--- config.mk ---
export PLATFORM = sky130hd
export DESIGN_NAME = freq_div_flat
export DESIGN_NICKNAME = d
export VERILOG_FILES = /design/src/rtl/freq_pkg.sv /design/src/rtl/freq_div_if.sv /design/src/rtl/freq_div_toggle_div.sv /design/src/rtl/freq_div.sv /design/src/flat_wrapper.sv
export SDC_FILE = /design/constraint.sdc
export NUM_CORES = 1
export LEC_CHECK = 0
export ABC_AREA = 1
export BUFFER_PORTS_ARGS = -buffer_cell sky130_fd_sc_hd__buf_2
export CAP_MARGIN = 20
export CORE_MARGIN = 2
export CORE_UTILIZATION = 55
export CTS_CLUSTER_DIAMETER = 120
export DETAILED_ROUTE_END_ITERATION = 6
export PLACE_DENSITY = 0.71
export REMOVE_ABC_BUFFERS = 1
export SLEW_MARGIN = 10
export SYNTH_ARGS = -nofsm -noshare
export SYNTH_HDL_FRONTEND = slang
export SYNTH_HIERARCHICAL = 1
export SYNTH_SLANG_ARGS = --single-unit
--- constraint.sdc ---
create_clock -name clk -period 2.3 [get_ports clk]
set_input_delay 0.69 -clock clk [delete_from_list [all_inputs] [get_ports clk]]
set_output_delay 0.69 -clock clk [all_outputs]
set_load 0.01 [all_outputs]
--- src/rtl/freq_pkg.sv ---
// Shared constants and helpers for the slow-tick divider slice.
package freq_pkg;

  localparam int unsigned SYS_CLK_HZ = 40_000_000;

  // A divide-by-1 half period still needs a 1-bit counter to elaborate cleanly.
  function automatic int unsigned cnt_width(input int unsigned half);
    return (half <= 1) ? 1 : $clog2(half);
  endfunction

endpackage

--- src/rtl/freq_div_if.sv ---
// Tick outputs of freq_div bundled for the parking controller.
interface freq_div_if;
  logic clk_1Hz;
  logic clk_2Hz;

  modport master (output clk_1Hz, output clk_2Hz);
  modport slave  (input  clk_1Hz, input  clk_2Hz);
endinterface

--- src/rtl/freq_div_toggle_div.sv ---
// Free-running counter that flips a registered level every HALF clock edges.
module toggle_div
  import freq_pkg::*;
#(
  parameter int unsigned HALF = 1
) (
  input  logic clk,
  input  logic reset,
  output logic tog
);

  localparam int unsigned W    = cnt_width(HALF);
  localparam logic [W-1:0] LAST = W'(HALF - 1);

  logic [W-1:0] r_cnt;
  logic         r_tog;

  always_ff @(posedge clk) begin
    if (reset) begin
      r_cnt <= '0;
      r_tog <= 1'b0;
    end else if (r_cnt == LAST) begin
      r_cnt <= '0;
      r_tog <= ~r_tog;
    end else begin
      r_cnt <= r_cnt + 1'b1;
    end
  end

  assign tog = r_tog;

endmodule

--- src/rtl/freq_div.sv ---
// 1 Hz / 2 Hz 50%-duty level ticks derived from the system clock.
module freq_div
  import freq_pkg::*;
#(
  parameter int unsigned CLK_FREQ_HZ = SYS_CLK_HZ,
  parameter int unsigned SLOW_HZ     = 1,
  parameter int unsigned FAST_HZ     = 2
) (
  input  logic              clk,
  input  logic              reset,
  freq_div_if.master        o_tick
);

  localparam int unsigned HALF_SLOW = CLK_FREQ_HZ / (2 * SLOW_HZ);
  localparam int unsigned HALF_FAST = CLK_FREQ_HZ / (2 * FAST_HZ);

  if (CLK_FREQ_HZ % (2 * SLOW_HZ) != 0) begin : g_chk_slow_div
    $fatal(1, "freq_div: CLK_FREQ_HZ not divisible by 2*SLOW_HZ");
  end
  if (CLK_FREQ_HZ % (2 * FAST_HZ) != 0) begin : g_chk_fast_div
    $fatal(1, "freq_div: CLK_FREQ_HZ not divisible by 2*FAST_HZ");
  end
  if (HALF_SLOW < 1) begin : g_chk_slow_half
    $fatal(1, "freq_div: HALF_SLOW must be >= 1");
  end
  if (HALF_FAST < 1) begin : g_chk_fast_half
    $fatal(1, "freq_div: HALF_FAST must be >= 1");
  end

  logic w_tog_slow;
  logic w_tog_fast;

  toggle_div #(.HALF(HALF_SLOW)) u_slow (
    .clk   (clk),
    .reset (reset),
    .tog   (w_tog_slow)
  );

  toggle_div #(.HALF(HALF_FAST)) u_fast (
    .clk   (clk),
    .reset (reset),
    .tog   (w_tog_fast)
  );

  assign o_tick.clk_1Hz = w_tog_slow;
  assign o_tick.clk_2Hz = w_tog_fast;

endmodule

--- src/flat_wrapper.sv ---
// flat-port wrapper written by rule: the top's interface ports become plain ports
module freq_div_flat import freq_pkg::*;
#(
  parameter int unsigned CLK_FREQ_HZ = SYS_CLK_HZ,
  parameter int unsigned SLOW_HZ     = 1,
  parameter int unsigned FAST_HZ     = 2
)
  (clk, reset, o_tick_clk_1Hz, o_tick_clk_2Hz);
  freq_div_if o_tick_i ();
  input  logic clk;
  input  logic reset;
  output wire logic [$bits(o_tick_i.clk_1Hz)-1:0] o_tick_clk_1Hz;
  output wire logic [$bits(o_tick_i.clk_2Hz)-1:0] o_tick_clk_2Hz;
  assign o_tick_clk_1Hz = o_tick_i.clk_1Hz;
  assign o_tick_clk_2Hz = o_tick_i.clk_2Hz;
  freq_div #(.CLK_FREQ_HZ(CLK_FREQ_HZ), .SLOW_HZ(SLOW_HZ), .FAST_HZ(FAST_HZ)) u_core (.clk(clk), .reset(reset), .o_tick(o_tick_i));
endmodule
==> metrics.csv <==
metric,value,unit
slew_headroom,0.757,
grt_antenna_before_repair,0,
drcViolationCount,0,
fin_crit,1.63,ns
dieArea,0.00548,sq mm
drive_gt1_frac,0.0799,
grt_pass1_wl,8.67,mm
synth_top_cell_by_area,dfxtp_1,
netlist_instances,406,
drtIter0Drc,75,
max_freq,614,MHz
grt_util_all_layers,0.207,
antennaDiodeCount,0,
yosysSeqAreaShare,0.379,
syn_to_final_growth,5.52,%
cts.repair.resized,0,
maxSlewViolCount,0,
startpoint_type,register,
min_period_over_period,0.709,
min_path_type,register to register,
routed_wl,5.09,mm
nNetsFinal,416,
p_per_area,520,mW/mm^2
rr_startpoint,u_core/u_slow/r_cnt[0],
setup_tns,0,ns
synth_top_area_frac,0.379,
fp.dieW,74,um
htreeDepth,2,
yosys.cell_types.count,24,
num_rows,25,
p_leak,0.958,nW
cts_buffers,5,
skew,0.00919,ns
arrival,1.83,ns
synthTopCellsByArea,"dfxtp_1 38%, nand2_1 14%, nor2_1 14%",
grt_overflow_total,0,
worstSetupPathType,register to register,
cts_hold_buf,0,
ys_ff_latch,51,
port_buffers,3,
cts_buffer_depth,2,
insertion_delay,0.31,ns
syn_area,0.00270,sq mm
initial_utilization,0.571,
status,"finished, final reports clean",
crit_end,u_core/u_slow/r_cnt[11],
crit_path_start,u_core/u_slow/r_cnt[0],
dp_hpwl,3.73,mm
setup_violations,0,
die_y,74,um
fp.coreArea,0.00472,sq mm
cts_tree,built,
ir_worst_vdd,253,uV
path_max_fanout,21,
finalPower,1.48,mW
worst_pin_slew,0.363,ns
grt_pass1_vias,2030,
worstPathRequired,2.50,ns
dr.pass1.iters,4,
num_vias,2311,
rsz0062_at_grt,false,
cts_sinks,51,
critPathCaptureType,register,
viasPerCell,4.81,
wire_per_inst,10.6,um
final_hold_viol_count,0,
gp_congestion,0.878,
drtAntennaViolNets,0,
reg2reg_depth,8,
r2r_end,u_core/u_slow/r_cnt[11],
grt_max_degree,22,
avgSynthCellArea,6.64,sq um
cts_root_buf,clkbuf_8,
cap_violations,0,
ys_warn_count,6,
ff2ff_setup_slack,0.67,ns
cts_setup_buffers,0,
hold_start,u_core/u_fast/r_cnt[0],
clk_pin_slew,0.09,ns
ios,4,
[final cells by class]
cell class,instances,area (sq um)
Clock buffer,7,86.3
Clock inverter,1,8.76
Fill cell,468,1880
Inverter,44,165
Multi-Input combinational cell,307,1460
Sequential cell,51,1020
Tap cell,67,83.8
Timing Repair Buffer,3,15.0
[sequential cells by signal, summed over array words and instances, names as in the netlist]
register / cells
u_core/u_fast/tog: 1
u_core/u_fast/r_cnt: 24
u_core/u_slow/tog: 1
u_core/u_slow/r_cnt: 25
[cell usage in the layout (no fill, tap or decap), drive strengths merged]
master / count
clkbuf: 7
nor2: 112
ha: 2
nor3: 1
a21oi: 16
clkinv: 1
o21ai: 1
inv: 44
nand3b: 1
nand4: 5
nand3: 30
nand2: 111
dfxtp: 51
and2: 2
or2: 2
o21bai: 1
buf: 3
xor2: 12
xnor2: 11
[power breakdown]
group	internal, mW	switching, mW	leakage (nW)
sequential	0.891	0.00722	0.412
clock	0.247	0.296	0.0484
combinational	0.0126	0.0250	0.498
[logic make-up after synthesis]
kind of cell | share of synthesized area
flops | 0.379
xor+xnor | 0.0747
simple gates | 0.423
compound gates | 0.0357
fa+ha+maj | 0.00928
buf+inv | 0.0780
[how the worst min path moves through the flow]
stage / slack (ns) / cells past startpoint / end
finish: 0.46 / 1 / u_core/u_fast/r_cnt[0]
global route: 0.47 / 1 / u_core/u_fast/r_cnt[0]
CTS: 0.45 / 1 / u_core/u_fast/r_cnt[0]
detailed placement: 0.44 / 1 / u_core/u_fast/r_cnt[0]
global placement: 0.43 / 1 / u_core/u_fast/r_cnt[0]
floorplan: 0.42 / 1 / u_core/u_fast/r_cnt[0]
[routing by layer]
metal | track usage | vias up | part of all wire
li1 | - | 1261 | -
met4 | 0.0667 | 0 | 0.017
met5 | 0 | - | 0
met1 | 0.242 | 1026 | 0.47
met3 | 0.0610 | 7 | 0.024
met2 | 0.362 | 17 | 0.49
[critical path, cell delays in order (launching register included)]
cell,delay (ns)
dfxtp_1,0.38
ha_1,0.21
nand2_2,0.08
nor2_4,0.19
nand2_4,0.11
nor2_4,0.13
nand2_2,0.11
nand2_4,0.22
nor2_1,0.08
[synthesized netlist by cell type, drive strengths merged]
master / number
o21ai: 1
nand3b: 1
xnor2: 11
xor2: 12
a21oi: 16
or2: 2
nand3: 30
o21bai: 1
nor2: 112
nor3: 1
ha: 2
nand2: 111
dfxtp: 51
and2: 2
buf: 4
nand4: 5
inv: 44
[per-stage QoR]
step | hold slack (ns) | util | std cells | setup slack [ns] | area (sq um)
5_1_grt | 0.475 | 0.602 | 480 | 0.487 | 2840
3_5_place_dp | 0.435 | 0.582 | 472 | 0.663 | 2750
3_3_place_gp | 0.427 | 0.582 | 472 | 0.727 | 2750
6_report | 0.456 | 0.602 | 480 | 0.670 | 2840
4_1_cts | 0.454 | 0.602 | 480 | 0.647 | 2840
2_1_floorplan | 0.418 | - | 402 | 0.884 | 2650
(Power assumes the default switching activity.)
